===== src/rtl/md_pkg.sv =====
// Shared types for the multiply/divide command sequencer.
package md_pkg;

    typedef enum logic [3:0] {
        IDLE,
        LOAD_A,
        REL_A,
        LOAD_B,
        REL_B,
        START,
        WAIT_BUSY,
        WAIT_DONE,
        RESP
    } md_state_e;

    localparam logic OP_MUL = 1'b0;
    localparam logic OP_DIV = 1'b1;

    // States that wait on the engine and are therefore bounded by the watchdog.
    function automatic logic is_wait_state(input md_state_e s);
        return (s == LOAD_A) || (s == REL_A) || (s == LOAD_B) || (s == REL_B) ||
               (s == WAIT_BUSY) || (s == WAIT_DONE);
    endfunction

endpackage


===== src/rtl/md_watchdog.sv =====
// Per-state wait counter: cleared on every state change, counts while enabled,
// flags the LIMIT-th consecutive enabled cycle.
module md_watchdog #(
    parameter int unsigned LIMIT = 1023
) (
    input  logic clk,
    input  logic reset,
    input  logic clear,
    input  logic enable,
    output logic expire
);

    localparam int unsigned CW = $clog2(LIMIT + 1);

    logic [CW-1:0] count;

    // Cycle counter for the current wait state.
    always_ff @(posedge clk or negedge reset) begin
        if (!reset) begin
            count <= '0;
        end else if (clear || !enable) begin
            count <= '0;
        end else if (count != CW'(LIMIT)) begin
            count <= count + 1'b1;
        end
    end

    // Independent of clear so the FSM can use it without a combinational loop.
    assign expire = enable && (count == CW'(LIMIT - 1));

endmodule


===== src/rtl/md_command_sequencer.sv =====
// Request/response front end for the sequential multiply/divide engine.
// Optional feature: define MD_TIMEOUT_EN to bound every engine wait by TIMEOUT_CYCLES.
module md_command_sequencer
    import md_pkg::*;
#(
    parameter int unsigned WORD_LENGTH    = 9,
    parameter int unsigned TIMEOUT_CYCLES = 1023
) (
    input  logic                     clk,
    input  logic                     reset,
    input  logic                     req_valid,
    output logic                     req_ready,
    input  logic                     req_op,
    input  logic [WORD_LENGTH-1:0]   req_a,
    input  logic [WORD_LENGTH-1:0]   req_b,
    output logic                     rsp_valid,
    input  logic                     rsp_ready,
    output logic [2*WORD_LENGTH-1:0] rsp_result,
    output logic                     rsp_err,
    output logic [WORD_LENGTH-1:0]   md_data,
    output logic                     md_load,
    output logic                     md_op,
    output logic                     md_start,
    input  logic                     md_stored,
    input  logic                     md_ready,
    input  logic [2*WORD_LENGTH-1:0] md_result
);

    localparam int unsigned W = WORD_LENGTH;

    if (TIMEOUT_CYCLES < 2) begin : g_bad_timeout
        $error("md_command_sequencer: TIMEOUT_CYCLES must be at least 2");
    end

    md_state_e        state, next;
    logic             op_q, n_op;
    logic [W-1:0]     a_q, n_a, b_q, n_b;
    logic             wb_second, n_wb_second;
    logic             state_change;
    logic             wd_expire;

    logic             n_req_ready, n_rsp_valid, n_rsp_err, n_md_load, n_md_op, n_md_start;
    logic [2*W-1:0]   n_rsp_result;
    logic [W-1:0]     n_md_data;

`ifdef MD_TIMEOUT_EN
    md_watchdog #(.LIMIT(TIMEOUT_CYCLES)) u_watchdog (
        .clk    (clk),
        .reset  (reset),
        .clear  (state_change),
        .enable (is_wait_state(state)),
        .expire (wd_expire)
    );
`else
    assign wd_expire = 1'b0;
`endif

    // State, latched request and registered outputs.
    always_ff @(posedge clk or negedge reset) begin
        if (!reset) begin
            state      <= IDLE;
            op_q       <= 1'b0;
            a_q        <= '0;
            b_q        <= '0;
            wb_second  <= 1'b0;
            req_ready  <= 1'b1;
            rsp_valid  <= 1'b0;
            rsp_result <= '0;
            rsp_err    <= 1'b0;
            md_data    <= '0;
            md_load    <= 1'b0;
            md_op      <= 1'b0;
            md_start   <= 1'b0;
        end else begin
            state      <= next;
            op_q       <= n_op;
            a_q        <= n_a;
            b_q        <= n_b;
            wb_second  <= n_wb_second;
            req_ready  <= n_req_ready;
            rsp_valid  <= n_rsp_valid;
            rsp_result <= n_rsp_result;
            rsp_err    <= n_rsp_err;
            md_data    <= n_md_data;
            md_load    <= n_md_load;
            md_op      <= n_md_op;
            md_start   <= n_md_start;
        end
    end

    // Next state; outputs are decoded from the next state so they register in step with it.
    always_comb begin
        next         = state;
        n_op         = op_q;
        n_a          = a_q;
        n_b          = b_q;
        n_wb_second  = 1'b0;
        n_rsp_result = rsp_result;
        n_rsp_err    = rsp_err;

        case (state)
            IDLE: begin
                if (req_valid) begin
                    n_op = req_op;
                    n_a  = req_a;
                    n_b  = req_b;
                    if (req_op == OP_DIV && req_b == '0) begin
                        next         = RESP;
                        n_rsp_err    = 1'b1;
                        n_rsp_result = '0;
                    end else begin
                        next      = LOAD_A;
                        n_rsp_err = 1'b0;
                    end
                end
            end
            LOAD_A:    if (md_stored)  next = REL_A;
            REL_A:     if (!md_stored) next = LOAD_B;
            LOAD_B:    if (md_stored)  next = REL_B;
            REL_B:     if (!md_stored) next = START;
            START:     next = WAIT_BUSY;
            WAIT_BUSY: begin
                // An engine that never drops ready is assumed to have finished already.
                if (!md_ready || wb_second) next = WAIT_DONE;
                else                        n_wb_second = 1'b1;
            end
            WAIT_DONE: begin
                if (md_ready) begin
                    next         = RESP;
                    n_rsp_result = md_result;
                    n_rsp_err    = 1'b0;
                end
            end
            RESP: begin
                if (rsp_ready) begin
                    next      = IDLE;
                    n_rsp_err = 1'b0;
                end
            end
            default: next = IDLE;
        endcase

        if (wd_expire) begin
            next         = RESP;
            n_rsp_err    = 1'b1;
            n_rsp_result = '0;
        end

        state_change = (next != state);

        n_req_ready = (next == IDLE);
        n_rsp_valid = (next == RESP);
        n_md_load   = (next == LOAD_A) || (next == LOAD_B);
        n_md_start  = (next == START);
        n_md_op     = is_wait_state(next) || (next == START) ? n_op : 1'b0;
        n_md_data   = '0;
        if (next == LOAD_A || next == REL_A) n_md_data = n_a;
        if (next == LOAD_B || next == REL_B) n_md_data = n_b;
    end

endmodule

===== config.mk =====
export PLATFORM = sky130hd
export DESIGN_NAME = md_command_sequencer
export DESIGN_NICKNAME = d
export VERILOG_FILES = /design/src/rtl/md_pkg.sv /design/src/rtl/md_watchdog.sv /design/src/rtl/md_command_sequencer.sv
export SDC_FILE = /design/constraint.sdc
export NUM_CORES = 1
export LEC_CHECK = 0
export ABC_AREA = 1
export BUFFER_PORTS_ARGS = -buffer_cell sky130_fd_sc_hd__buf_2
export CAP_MARGIN = 10
export CORE_MARGIN = 4
export CORE_UTILIZATION = 51
export DETAILED_ROUTE_END_ITERATION = 12
export GPL_ROUTABILITY_DRIVEN = 0
export GPL_TIMING_DRIVEN = 0
export MAX_ROUTING_LAYER = met4
export PLACE_DENSITY = 0.79
export SYNTH_ARGS = -nofsm -noshare
export SYNTH_HDL_FRONTEND = slang
export SYNTH_SLANG_ARGS = --single-unit

===== constraint.sdc =====
create_clock -name clk -period 1.92 [get_ports clk]
set_input_delay 0.096 -clock clk [delete_from_list [all_inputs] [get_ports clk]]
set_output_delay 0.096 -clock clk [all_outputs]
set_load 0.03 [all_outputs]

# Yosys cells after proc, flatten, opt, wreduce, memory -nomap -nowiden
# Index checks and enable logic that the tools add are counted.
word_totals:
  reg_bits: 57
  input_bits: 43
  output_inout_bits: 33
classes:
  eq_ne: 20
  muxes: 30
  reduce_logical: 18
op_table:
  columns: ["operator", "n"]
  rows:
  - ["18-bit two-way mux", 3]
  - ["9-bit two-way mux", 6]
  - ["4-bit two-way mux", 9]
  - ["18-bit case mux with 2 select lines", 1]
  - ["4-bit case mux with 9 select lines", 1]
  - ["4-bit by 3-bit == test with 1-bit output, second input constant", 8]
  - ["4-bit by 2-bit == test with 1-bit output, second input constant", 4]
  - ["9-bit logical NOT", 1]
  - ["1-bit logical OR", 9]
  - ["1-bit two-way mux", 9]
  - ["4-bit by 1-bit == test with 1-bit output, second input constant", 2]
  - ["4-bit == test, second input constant", 2]
  - ["4-bit logical NOT", 2]
  - ["2-bit != test, second input constant", 4]
  - ["4-bit AND reduction", 2]
  - ["1-bit case mux with 3 select lines", 1]
  - ["3-bit nonzero test", 1]
  - ["2-bit nonzero test", 1]
  - ["1-bit logical AND", 1]
  - ["1-bit logical NOT", 1]

# Longest topological paths before layout
depth:
  word_depth: 13
  depth_mapped: 11
  depth_no_buf: 11

# Worst setup path after synthesis
# Ideal clock, no wire load.
synth_timing:
  path_kind: "register to register"
  from: "reg state[0]"
  to: "reg md_data[0]"
  setup_time_ps: 117
  arrival_time_ps: 1425
  t_required_ps: 1803
  path_slack_ps: 378
  stages_incl_launch_ff: 8
  path_buffers: 1
  cell_sequence: "dfrtp_1 -> nor2_2 -> nand2_2 -> nor2_4 -> buf_6 -> mux2_2 -> nand3_1 -> nand2_1"
synth_between:
  word_cells_on_any_way: 28
  classes_between: "eq/ne (12); mux (13); reduce/logical (3)"
synth_rtl:
  columns: ["element", "line", "rtl"]
  rows:
  - ["start, declared", "md_command_sequencer.sv:35", "md_state_e state, next;"]
  - ["start signal, assigned", "md_command_sequencer.sv:75", "state <= next;"]
  - ["4-bit logical NOT", "md_command_sequencer.sv:101", "case (state)"]
  - ["9-bit two-way mux", "md_command_sequencer.sv:101", null]
  - ["named net n_a[0]", "md_command_sequencer.sv:37", "logic [W-1:0] a_q, n_a, b_q, n_b;"]
  - ["9-bit two-way mux", "md_command_sequencer.sv:157", "if (next == LOAD_A || next == REL_A) n_md_data = n_a;"]
  - ["9-bit two-way mux", "md_command_sequencer.sv:158", "if (next == LOAD_B || next == REL_B) n_md_data = n_b;"]
  - ["named net n_md_data[0]", "md_command_sequencer.sv:44", "logic [W-1:0] n_md_data;"]
  - ["end signal, assigned", "md_command_sequencer.sv:84", "md_data <= n_md_data;"]
  - ["end, declared", "md_command_sequencer.sv:20", "output logic [WORD_LENGTH-1:0] md_data,"]
# The timed path passes the listed nets, and every way through them passes these cells.
# A chain may end at the register's enable or synchronous reset.

# Worst setup path in the final report
layout_timing:
  from: "reg state[0]"
  to: "reg md_data[2]"
# The elaborated chain is that of the path after synthesis.

==> flow_summary.yaml <==
sta:
  setup_slack_ps: 199
  fin_crit_sh: 0.896
  rsz0062_at_grt: "no"
  clock_skew_ps: 7.89
  tightest_slew_ps: 346
  period_needed_ps: 1720
  slew_violations: 0
  slew_headroom: 0.769
  tns_ps: 0
  fmax_mhz: 581
  setup_violations: 0
  hold_violations: 0
critical_path:
  startpoint_type: "flop"
  slowest_stage: "dfrtp_1"
  end_kind: "flop"
  crit_type: "reg -> reg"
  crit_path_max_incr_delay_ps: 460
  cp_max_fo: 10
  worstPathCellList: "nor2_2 > nand2_2 > nor2_4 > buf_6 > mux2_2 > nand3_1 > nand2_1"
  crit_required_ps: 2140
  critical_path_buf_inv_count: 1
  critPathTopFamily: "simple AND/OR/NAND/NOR gates"
  arrival_ps: 1940
power_and_ir_drop:
  ir_worst_vdd_mv: 0.885
  power_switching_mw: 2.55
  p_int_mw: 3.47
  pwr-share-comb: 0.466
  leakage_nw: 1.84
  seqPwrFrac: 0.332
  pwr-share-clk: 0.202
  powerDensity_nw_per_um2: 1780
  swShare: 0.424
final_layout:
  nNetsFinal: 407
  diodes: 0
  final_cell_mix: "buf_2 (80), nand2_1 (67), dfrtp_1 (56), nand3_1 (55)"
  mostFrequentLayoutCell: "buf_2"
  drive_gt1_frac: 0.358
  final_area_um2: 3370
  fin_cells: 436
  fin_util: 0.709
  nFillCells: 383
  syn_to_final_growth_pct: 34.2
logic_synthesis:
  ys_types: 22
  ys_warn_count: 0
  ys_seq_area_frac: 0.568
  netlist_area_um2: 2510
  yosysTopAreaCell: "dfrtp_1"
  synth_top_area_share: 0.557
  syn_area_per_cell_um2: 9.63
  synth_fp_nets: 304
  ys_top_cells_by_area: "dfrtp_1 (56%), nand3_1 (11%), nand2_1 (10%)"
  syn_inst: 261
  ys_seq_elements: 57
clock_tree:
  h-tree-depth: 3
  cts_setup_buffers: 0
  cts_made_buffers: 9
  cts_tree: "done"
  clk_latency_ps: 330
  cts_max_path_buffers: 2
  holdBufCountCts: 15
  cts_resized: 0
  clkTransAtPathRegs_ps: 60
  cts_root_buffer: "clkbuf_8"
  clock_sinks: 57
drt:
  vias: 2174
  drtIter0Drc: 82
  detailedRoute.firstPassIterationCount: 4
  totalWireLength_um: 5820
  vias_per_cell: 4.99
  drc: 0
  post_drt_wl_per_cell_um: 13.3
  antenna_left: 0
grt:
  grt_pass1_vias: 2107
  grt-ovfl-total: 0
  antenna_found_initial: 0
  grtUsageTotal: 0.209
  grt_max_degree: 58
  grt_pass1_wl_um: 9580
die:
  io_pins: 76
  rows: 25
  dieArea_um2: 6120
  initial_core_util: 0.529
  core_um2: 4750
  die_w_um: 78.2
  die_h_um: 78.2
placement:
  dp_slack_ps: 203
  place_area_um2: 2970
  dp_hpwl_um: 3870
  dp_cells: 403
  port_buffers: 75
flow_run:
  cap_violations: 0
status:
  status: "finished, final reports clean"
worst_hold_path:
  hold_class: "in -> reg"
==> cell families after synthesis <==
group | count (synthesis) | share of synthesized area
buffers and inverters | 27 | 0.0547
muxes | 18 | 0.0806
AOI/OAI and AO/OA | 7 | 0.0179
and+or+nand+nor | 152 | 0.279
DFF | 57 | 0.568
==> worst register-to-register path: cells and delay by family, from the launching register on <==
kind,cells,cell delay [ps]
AND/OR/NAND/NOR,5,620
multiplexers,1,360
flip-flops,1,460
buffers and inverters,1,180
==> through the flow <==
stage / power, mW / hold WS [ps]
finish: 6.02 / 10.1
global route: 6.45 / 2.65
CTS: 6.05 / 0.161
detailed placement: 4.79 / 328
global placement: 4.70 / 325
floorplan: 4.02 / -200
==> metal layers <==
metal  global-route usage  part of all wire  vias to the layer above
met5                    -                 0                        -
met4               0.0892             0.015                        0
met3               0.0562             0.067                        9
met2                0.335              0.48                       87
met1                0.251              0.43                     1013
li1                     -                 -                     1065
==> power groups by stage <==
stage | clock network [mW] | logic (mW) | registers [mW]
global placement | 0 | 2.71 | 1.99
floorplan | 0 | 1.43 | 2.60
finish | 1.22 | 2.80 | 2.00
global route | 1.31 | 3.08 | 2.06
CTS | 1.24 | 2.82 | 1.99
detailed placement | 0 | 2.78 | 2.01
==> flip-flops by register name (all words and copies together), names as in the netlist <==
register	cells
a_q	9
b_q	9
md_data	9
md_load	1
md_op	1
md_start	1
op_q	1
req_ready	1
rsp_err	1
rsp_result	18
rsp_valid	1
state	4
wb_second	1
==> final timing paths <==
path,start,slack (ps),end,cells after the start
worst max-delay path,state[0],200,md_data[2],7
worst min-delay path,req_a[8],10,a_q[8],2
worst max register to register,state[0],200,md_data[2],7
worst min register to register,a_q[1],480,a_q[1],1
max in group asynchronous,reset,1180,a_q[6],3
min in group asynchronous,reset,210,state[1],2
==> Yosys cell counts, drive strengths merged <==
| library cell | number |
|---|---|
| nand3 | 57 |
| nand2 | 70 |
| o21ai | 5 |
| mux2 | 18 |
| nor3 | 1 |
| dfrtp | 56 |
| inv | 17 |
| nand4 | 3 |
| dfstp | 1 |
| buf | 10 |
| o21a | 1 |
| nor2 | 21 |
| a21oi | 1 |
==> cell type report <==
cell class	count	area, µm²	area share
flip-flops and latches	57	1430	0.423
well taps	67	83.8	0.0249
plain buffers	10	73.8	0.0219
repair buffers	92	556	0.165
multi-input cells	177	948	0.281
inverters	17	63.8	0.0189
clock inverters	5	78.8	0.0234
clock buffers	11	141	0.0419
(Power assumes the default switching activity.)
